$ cat src/rtl/cnt_en_gen_if.sv
// Button/divisor inputs and enable outputs of the counter enable generator.
interface cnt_en_gen_if #(
    parameter int unsigned DIV_W = 16
);
    logic             btn_run;
    logic             btn_step;
    logic [DIV_W-1:0] div;
    logic             ci;
    logic             running;

    modport master (
        output btn_run,
        output btn_step,
        output div,
        input  ci,
        input  running
    );

    modport slave (
        input  btn_run,
        input  btn_step,
        input  div,
        output ci,
        output running
    );
endinterface

$ cat src/rtl/cnt_en_gen.sv
// Counter enable generator: debounced run/step buttons drive a STOP/RUN/STEP
// machine; in RUN a prescaler emits one ci pulse every div+1 clocks.
module cnt_en_gen #(
    parameter int unsigned DIV_W     = 16,
    parameter int unsigned DB_CYCLES = 4
) (
    input  logic         clk,
    input  logic         rst,
    cnt_en_gen_if.slave  bus
);
    localparam int unsigned DB_CW   = (DB_CYCLES > 1) ? $clog2(DB_CYCLES) : 1;
    localparam int unsigned NBTN    = 2;
    localparam logic [DB_CW-1:0] DB_LAST = DB_CW'(DB_CYCLES - 1);

    typedef enum logic [1:0] {
        ST_STOP = 2'd0,
        ST_RUN  = 2'd1,
        ST_STEP = 2'd2
    } state_t;

    // Bit 0 is the run button, bit 1 the step button.
    logic [NBTN-1:0]  raw;
    logic [NBTN-1:0]  sync1;
    logic [NBTN-1:0]  sync2;
    logic [NBTN-1:0]  stable;
    logic [NBTN-1:0]  stable_q;
    logic [DB_CW-1:0] dbcnt [NBTN];
    logic [NBTN-1:0]  press;
    logic             run_press;
    logic             step_press;

    state_t           state;
    logic [DIV_W-1:0] pcnt;
    logic             term;

    assign raw        = {bus.btn_step, bus.btn_run};
    assign press      = stable & ~stable_q;
    assign run_press  = press[0];
    assign step_press = press[1];
    assign term       = (pcnt >= bus.div);

    // Two-flop synchroniser, per-button debounce counter and edge-detect delay.
    always_ff @(posedge clk or negedge rst) begin
        if (!rst) begin
            sync1    <= '0;
            sync2    <= '0;
            stable   <= '0;
            stable_q <= '0;
            for (int i = 0; i < int'(NBTN); i++) begin
                dbcnt[i] <= '0;
            end
        end else begin
            sync1    <= raw;
            sync2    <= sync1;
            stable_q <= stable;
            for (int i = 0; i < int'(NBTN); i++) begin
                if (sync2[i] == stable[i]) begin
                    dbcnt[i] <= '0;
                end else if (dbcnt[i] == DB_LAST) begin
                    stable[i] <= sync2[i];
                    dbcnt[i]  <= '0;
                end else begin
                    dbcnt[i] <= dbcnt[i] + DB_CW'(1);
                end
            end
        end
    end

    // STOP/RUN/STEP machine with prescaler and registered ci/running.
    always_ff @(posedge clk or negedge rst) begin
        if (!rst) begin
            state       <= ST_STOP;
            pcnt        <= '0;
            bus.ci      <= 1'b0;
            bus.running <= 1'b0;
        end else begin
            // A terminal count on the same cycle as a stop press still fires.
            bus.ci <= (state == ST_STEP) || ((state == ST_RUN) && term);
            case (state)
                ST_STOP: begin
                    bus.running <= run_press;
                    if (run_press) begin
                        state <= ST_RUN;
                        pcnt  <= '0;
                    end else if (step_press) begin
                        state <= ST_STEP;
                    end
                end
                ST_RUN: begin
                    // >= lets a lowered divisor end the period without wrapping.
                    pcnt        <= term ? '0 : pcnt + DIV_W'(1);
                    bus.running <= !run_press;
                    if (run_press) begin
                        state <= ST_STOP;
                    end
                end
                ST_STEP: begin
                    state       <= ST_STOP;
                    bus.running <= 1'b0;
                end
                default: begin
                    state       <= ST_STOP;
                    bus.running <= 1'b0;
                end
            endcase
        end
    end
endmodule

$ cat src/flat_wrapper.sv
// flat-port wrapper written by rule: the top's interface ports become plain ports
module cnt_en_gen_flat 
#(
    parameter int unsigned DIV_W     = 16,
    parameter int unsigned DB_CYCLES = 4
)
  (clk, rst, bus_btn_run, bus_btn_step, bus_div, bus_ci, bus_running);
  cnt_en_gen_if #(.DIV_W(DIV_W)) bus_i ();
  input  logic clk;
  input  logic rst;
  input wire logic [$bits(bus_i.btn_run)-1:0] bus_btn_run;
  input wire logic [$bits(bus_i.btn_step)-1:0] bus_btn_step;
  input wire logic [$bits(bus_i.div)-1:0] bus_div;
  output wire logic [$bits(bus_i.ci)-1:0] bus_ci;
  output wire logic [$bits(bus_i.running)-1:0] bus_running;
  assign bus_i.btn_run = bus_btn_run;
  assign bus_i.btn_step = bus_btn_step;
  assign bus_i.div = bus_div;
  assign bus_ci = bus_i.ci;
  assign bus_running = bus_i.running;
  cnt_en_gen #(.DIV_W(DIV_W), .DB_CYCLES(DB_CYCLES)) u_core (.clk(clk), .rst(rst), .bus(bus_i));
endmodule
$ cat config.mk
export PLATFORM = sky130hd
export DESIGN_NAME = cnt_en_gen_flat
export DESIGN_NICKNAME = d
export VERILOG_FILES = /design/src/rtl/cnt_en_gen_if.sv /design/src/rtl/cnt_en_gen.sv /design/src/flat_wrapper.sv
export SDC_FILE = /design/constraint.sdc
export NUM_CORES = 1
export LEC_CHECK = 0
export ABC_AREA = 1
export CAP_MARGIN = 15
export CORE_MARGIN = 1.5
export CORE_UTILIZATION = 40
export DETAILED_ROUTE_END_ITERATION = 10
export HOLD_SLACK_MARGIN = 0.05
export PLACE_DENSITY = 0.71
export SYNTH_ARGS = -nofsm -noshare
export SYNTH_HDL_FRONTEND = slang
export SYNTH_SLANG_ARGS = --single-unit
$ cat constraint.sdc
create_clock -name clk -period 3.52 [get_ports clk]
set_input_delay 1.056 -clock clk [delete_from_list [all_inputs] [get_ports clk]]
set_output_delay 1.056 -clock clk [all_outputs]
set_load 0.005 [all_outputs]
==> results.cfg, run 1 <==
[run_status]
status = complete, no violations

[logic_synthesis]
ys.flop_type = dfrtp_1
yosysMostFrequentCell = nand2_1
synth.distinct_cells = 28
synth-edff-count = 0
syn-mean-instance-area_um2 = 7.72
syn_nets = 306
synth-seq-cells = 32
synthArstFlopShare = 1.00
synth_top_area_frac = 0.389
synth_area_leaders = dfrtp_1 (39%), nand2_1 (14%), ha_1 (12%), nor2_1 (5.6%), inv_1 (5.3%)
syn_area_um2 = 2060
synth.yosys.warnings = 0
yosysTopAreaCell = dfrtp_1
synth_common_cells = nand2_1 (77), dfrtp_1 (32), nor2_1 (31), inv_1 (29), nand3_1 (21)
syn_inst = 267
seq_area_frac_synth = 0.389

[global_route]
gr-usage-all-layers = 0.164
grt_max_degree = 33
antenna_found_initial = 0
grt_pass1_vias = 1607
grt_overflow_total = 0
grt_first_pass_wirelength_mm = 6.97

[detailed_routing]
drt_iter0_drc = 98
drt_wl_total_mm = 3.87
vias = 1671
final_antenna_net_count = 0
post_drt_via_cell_ratio = 4.63
wl_per_cell_um = 10.7
drc = 0
drt_pass1_iterations = 4

[clock_network]
clk_pin_slew_ps = 70
ctsResizeCount = 0
postCtsSetupRepairBufs = 0
htreeDepth = 2
clock_path_buffers = 2
clock-root-buffer = clkbuf_8
cts_num_sinks = 32
clock_latency_ps = 290
postCtsHoldBufs = 0
cts_buffers = 5
cts_tree = built

[worst_setup_path]
rr_endpoint = u_core.bus.ci
crit_end = u_core.bus.ci
reg2reg_depth = 12
end_kind = register
cp-start-kind = input port
crit_start = bus_div[9]
crit_required_ps = 3710
critPathKind = in2reg
crit_path_max_incr_delay_ps = 450
cp_slowest_cell = clkdlybuf4s50_1
reg2reg_slack_ps = 1770
cp.arrival_ps = 2720
crit_path_frequent_cell = nand2_1
worst-path-max-fanout = 17
cp_cell_sequence = clkdlybuf4s50_1 > inv_1 > ha_1 > nand2_1 > inv_2 > o21bai_1 > a21oi_2 > nor2_4 > nand2_1 > nand2_1 > nand2_1
timing.rr.start = u_core.pcnt[0]

[pwr]
power_density_nw_per_um2 = 703
power_frac_comb = 0.399
power.share.clock = 0.202
p_leak_uw = 0.00123
seqPwrFrac = 0.399
vdd_drop_max_mv = 0.305
power.switching_uw = 714
intPower_uw = 1010
swShare = 0.414

[cells_and_area]
drive_above_1_share = 0.105
stdcell_area_um2 = 2450
fin_util = 0.506
antenna_cells = 0
syn_to_final_growth_pct = 19.0
nets = 332

[placed_design]
post-place-ws_ps = 653
dp_hpwl_mm = 2.77
port_buffers = 21
placed_area_um2 = 2340
place_congestion = 0.871

[timing]
rsz0062_at_grt = no
fin_crit_ps = 2540
tightest_slew_ps = 472
hold_viol_final = 0
clock_skew_ps = 3.41
slew_headroom = 0.685
max_freq_mhz = 394
whs_ps = 352
fin_tns_setup_ps = 0
finalSetupViolCount = 0
layout_setup_ws_ps = 984
period_share = 0.721
drv_slew = 0

[worst_hold_path]
hold_path_class = reg2reg
hold_depth = 0

[floorplanning]
core_area_um2 = 4850
die_h_um = 74.8
fp.dieW_um = 74.8
ioPinCount = 22
dieArea_um2 = 5590
rows = 25
start_util = 0.425

[flow_run]
cap_viol_max_count = 0
-- power groups by stage --
stage | registers, uW | logic [uW] | clock network (uW)
after floorplan | 645 | 552 | 0
after global placement | 683 | 673 | 0
after detailed placement | 692 | 695 | 0
after CTS | 685 | 701 | 357
after global routing | 711 | 819 | 372
final | 688 | 688 | 349
-- kinds of logic (layout without fill, tap and decap cells) --
logic type               Yosys count  count (layout)  share of synthesized area
AO/OA/AOI/OAI                     21              21                     0.0680
XOR/XNOR                           6               6                     0.0255
adder cells (fa/ha/maj)           19              19                      0.115
buffers and inverters             36              63                     0.0686
flip-flops                        32              32                      0.389
AND/OR/NAND/NOR                  153             153                      0.334
-- metrics by stage --
stage          instances  power, uW
6_report             361       1730
5_1_grt              361       1900
4_1_cts              361       1740
3_5_place_dp         353       1390
3_3_place_gp         353       1360
2_1_floorplan        267       1200
-- registers in the layout (all words and copies together) (netlist names), 2 cells and up --
| name | cells |
|---|---|
| u_core.dbcnt | 4 |
| u_core.sync2 | 2 |
| u_core.sync1 | 2 |
| u_core.stable_q | 2 |
| u_core.state | 2 |
| u_core.pcnt | 16 |
| u_core.stable | 2 |
-- worst min path at each step --
stage | startpoint | endpoint
finish | u_core.sync1[1] | u_core.sync2[1]
detailed placement | u_core.sync1[1] | u_core.sync2[1]
global route | u_core.sync1[1] | u_core.sync2[1]
global placement | u_core.sync1[1] | u_core.sync2[1]
floorplan | u_core.sync1[0] | u_core.sync2[0]
CTS | u_core.sync1[1] | u_core.sync2[1]
-- final cells by class --
class,instances,area [um^2]
Fill cell,480,2400
Multi-Input combinational cell,199,1120
Sequential cell,32,801
Timing Repair Buffer,22,218
Inverter,33,124
Tap cell,67,83.8
Clock buffer,6,72.6
Clock inverter,2,35.0
-- metal layers --
layer / vias to the layer above / global-route usage / wire (um)
met2: 26 / 0.275 / 1800
li1: 901 / - / -
met1: 736 / 0.202 / 1860
met5: - / 0 / 0
met3: 8 / 0.0388 / 142
met4: 0 / 0.0707 / 69
-- critical path, delay by kind of cell --
kind	cells	cell delay [ps]
buf+inv	3	520
simple gates	5	610
fa+ha+maj	1	290
compound gates	2	240
-- cells in the final DEF (no fill, tap or decap), drive strengths merged, types with 6 or more instances in the layout --
cell type / n
a21oi: 10
clkbuf: 6
clkdlybuf4s50: 21
dfrtp: 32
ha: 19
inv: 33
nand2: 82
nand3: 22
nor2: 40
o21ai: 6
(Power assumes the default switching activity.)
==> inputs of run 2 (changes only) <==
==> constraint.sdc (replaced) <==
create_clock -name clk -period 2.41 [get_ports clk]
set_input_delay 0.723 -clock clk [delete_from_list [all_inputs] [get_ports clk]]
set_output_delay 0.723 -clock clk [all_outputs]
set_load 0.005 [all_outputs]
==> run 2 against run 1 <==
Compared with the run above:
- total power increased by 47%
- routed wire length is 0.90% lower
- clock-buffer cell count is the same
- global-route usage shrank 0.71 points
- die area unchanged
- largest power group is now combinational logic
- combinational power is 53% higher
- clock power is 43% higher
- register-to-register slack lost 1100 ps
- worst setup slack lost 790 ps
==> results.cfg, run 2 (synthesis gave the netlist of run 1 again) <==
[cells_and_area]
antenna_cells = 0
reg.largest.list = u_core.pcnt: 16 flops, u_core.dbcnt: 4 flops
regMostFlops = u_core.pcnt
largest_reg_flops = 16
stdcell_count = 365
nets = 336
stdcell_area_um2 = 2480
nFillCells = 462
syn_to_final_growth_pct = 20.5
final_common_cell = nand2_1
layout_common_cells = nand2_1 (77), dfrtp_1 (32), nor2_1 (31), inv_1 (29)
drive_above_1_share = 0.117

[timing]
max_freq_mhz = 451
layout_setup_ws_ps = 195
fin_crit_ps = 2220
clock_skew_ps = 5.72
period_share = 0.919
rsz0062_at_grt = no
drv_slew = 0
slew_headroom = 0.672
hold_viol_final = 0
finalSetupViolCount = 0
tightest_slew_ps = 491

[pwr]
swShare = 0.408
p_leak_uw = 0.00125
power.switching_uw = 1040
power.share.clock = 0.196
total_power_uw = 2540
power_frac_comb = 0.411
vdd_drop_max_mv = 0.360
intPower_uw = 1510
power_density_nw_per_um2 = 1020
seqPwrFrac = 0.393

[detailed_routing]
wl_per_cell_um = 10.5
final_antenna_net_count = 0
post_drt_via_cell_ratio = 4.72
vias = 1721
drc = 0
drt_wl_total_mm = 3.84
drt_iter0_drc = 80
drt_pass1_iterations = 4

[run_status]
status = complete, no violations

[worst_setup_path]
cp_cell_sequence = clkdlybuf4s50_1 > inv_1 > ha_1 > nand4_1 > nor3_1 > buf_4 > nand2_2 > nand2_1 > nand2_1 > nand2_1
crit_path_frequent_cell = nand2_1
critPathKind = in2reg
cp.arrival_ps = 2440
worst-path-max-fanout = 17
cp-start-kind = input port
crit_path_max_incr_delay_ps = 450
cp_slowest_cell = clkdlybuf4s50_1
crit_required_ps = 2630
end_kind = register

[floorplanning]
dieArea_um2 = 5590
fp.dieW_um = 74.8
die_h_um = 74.8
ioPinCount = 22
core_area_um2 = 4850
rows = 25
start_util = 0.425

[clock_network]
htreeDepth = 2
postCtsSetupRepairBufs = 0
postCtsHoldBufs = 0
ctsResizeCount = 0
cts_num_sinks = 32
clock_latency_ps = 280
clock_path_buffers = 2
cts_buffers = 5
clock-root-buffer = clkbuf_8
cts_tree = built
clk_pin_slew_ps = 70

[global_route]
grt_first_pass_wirelength_mm = 6.71
use_met2 = 0.259
grt.met3_usage = 0.0388
gr-usage-all-layers = 0.157
grt_max_degree = 33
antenna_found_initial = 0
gr-usage-met1 = 0.194
busiest_layer = met2
grt_pass1_vias = 1620
grt_overflow_total = 0

[placed_design]
place_congestion = 0.834
placed_area_um2 = 2370
port_buffers = 21
post-place-ws_ps = -104
dp.cells = 357
dp_hpwl_mm = 2.90

[flow_run]
cap_viol_max_count = 0

[worst_hold_path]
hold_path_class = reg2reg
[run 2: critical path, delay by kind of cell]
| family | cells | cell delay, ps |
|---|---|---|
| AND/OR/NAND/NOR | 6 | 790 |
| buffers and inverters | 3 | 640 |
| adder cells (fa/ha/maj) | 1 | 290 |
[run 2: worst paths after layout]
| path | end | slack, ps | start | cells past startpoint |
|---|---|---|---|---|
| hold / removal | u_core.sync2[1] | 350 | u_core.sync1[1] | 0 |
| setup / recovery | u_core.bus.ci | 190 | bus_div[13] | 10 |
| hold reg to reg | u_core.sync2[1] | 350 | u_core.sync1[1] | 0 |
| setup reg to reg | u_core.bus.ci | 630 | u_core.pcnt[13] | 8 |
| min in group asynchronous | u_core.dbcnt[1] | 840 | rst | 2 |
| max in group asynchronous | u_core.pcnt[10] | 1280 | rst | 2 |
[run 2: per-layer routing]
metal | vias up | wire (um) | share of wire
met5 | - | 0 | 0
met4 | 0 | 30 | 0.0078
met3 | 2 | 159 | 0.041
met2 | 34 | 1780 | 0.46
met1 | 768 | 1870 | 0.49
li1 | 917 | - | -
[run 2: cell type report]
type,instances,area [um^2],area share
Inverter,33,124,0.0499
Clock buffer,6,72.6,0.0292
Timing Repair Buffer,26,248,0.0998
Multi-Input combinational cell,199,1120,0.451
Sequential cell,32,801,0.323
Tap cell,67,83.8,0.0338
Clock inverter,2,35.0,0.0141
[run 2: through the flow]
step                      utilization  TNS (ps)  hold WS, ps
after floorplan                     -         0          331
after global placement          0.490     -1300          331
after detailed placement        0.490     -1300          336
after CTS                       0.512         0          354
after global routing            0.512         0          362
final                           0.512         0          352
[run 2: power groups by stage]
stage                     registers (uW)  logic (uW)  clock network [uW]
final                                998        1050                 498
after global routing                1030        1220                 530
after CTS                            994        1060                 515
after detailed placement            1000        1060                   0
after global placement               998        1010                   0
after floorplan                      942         806                   0
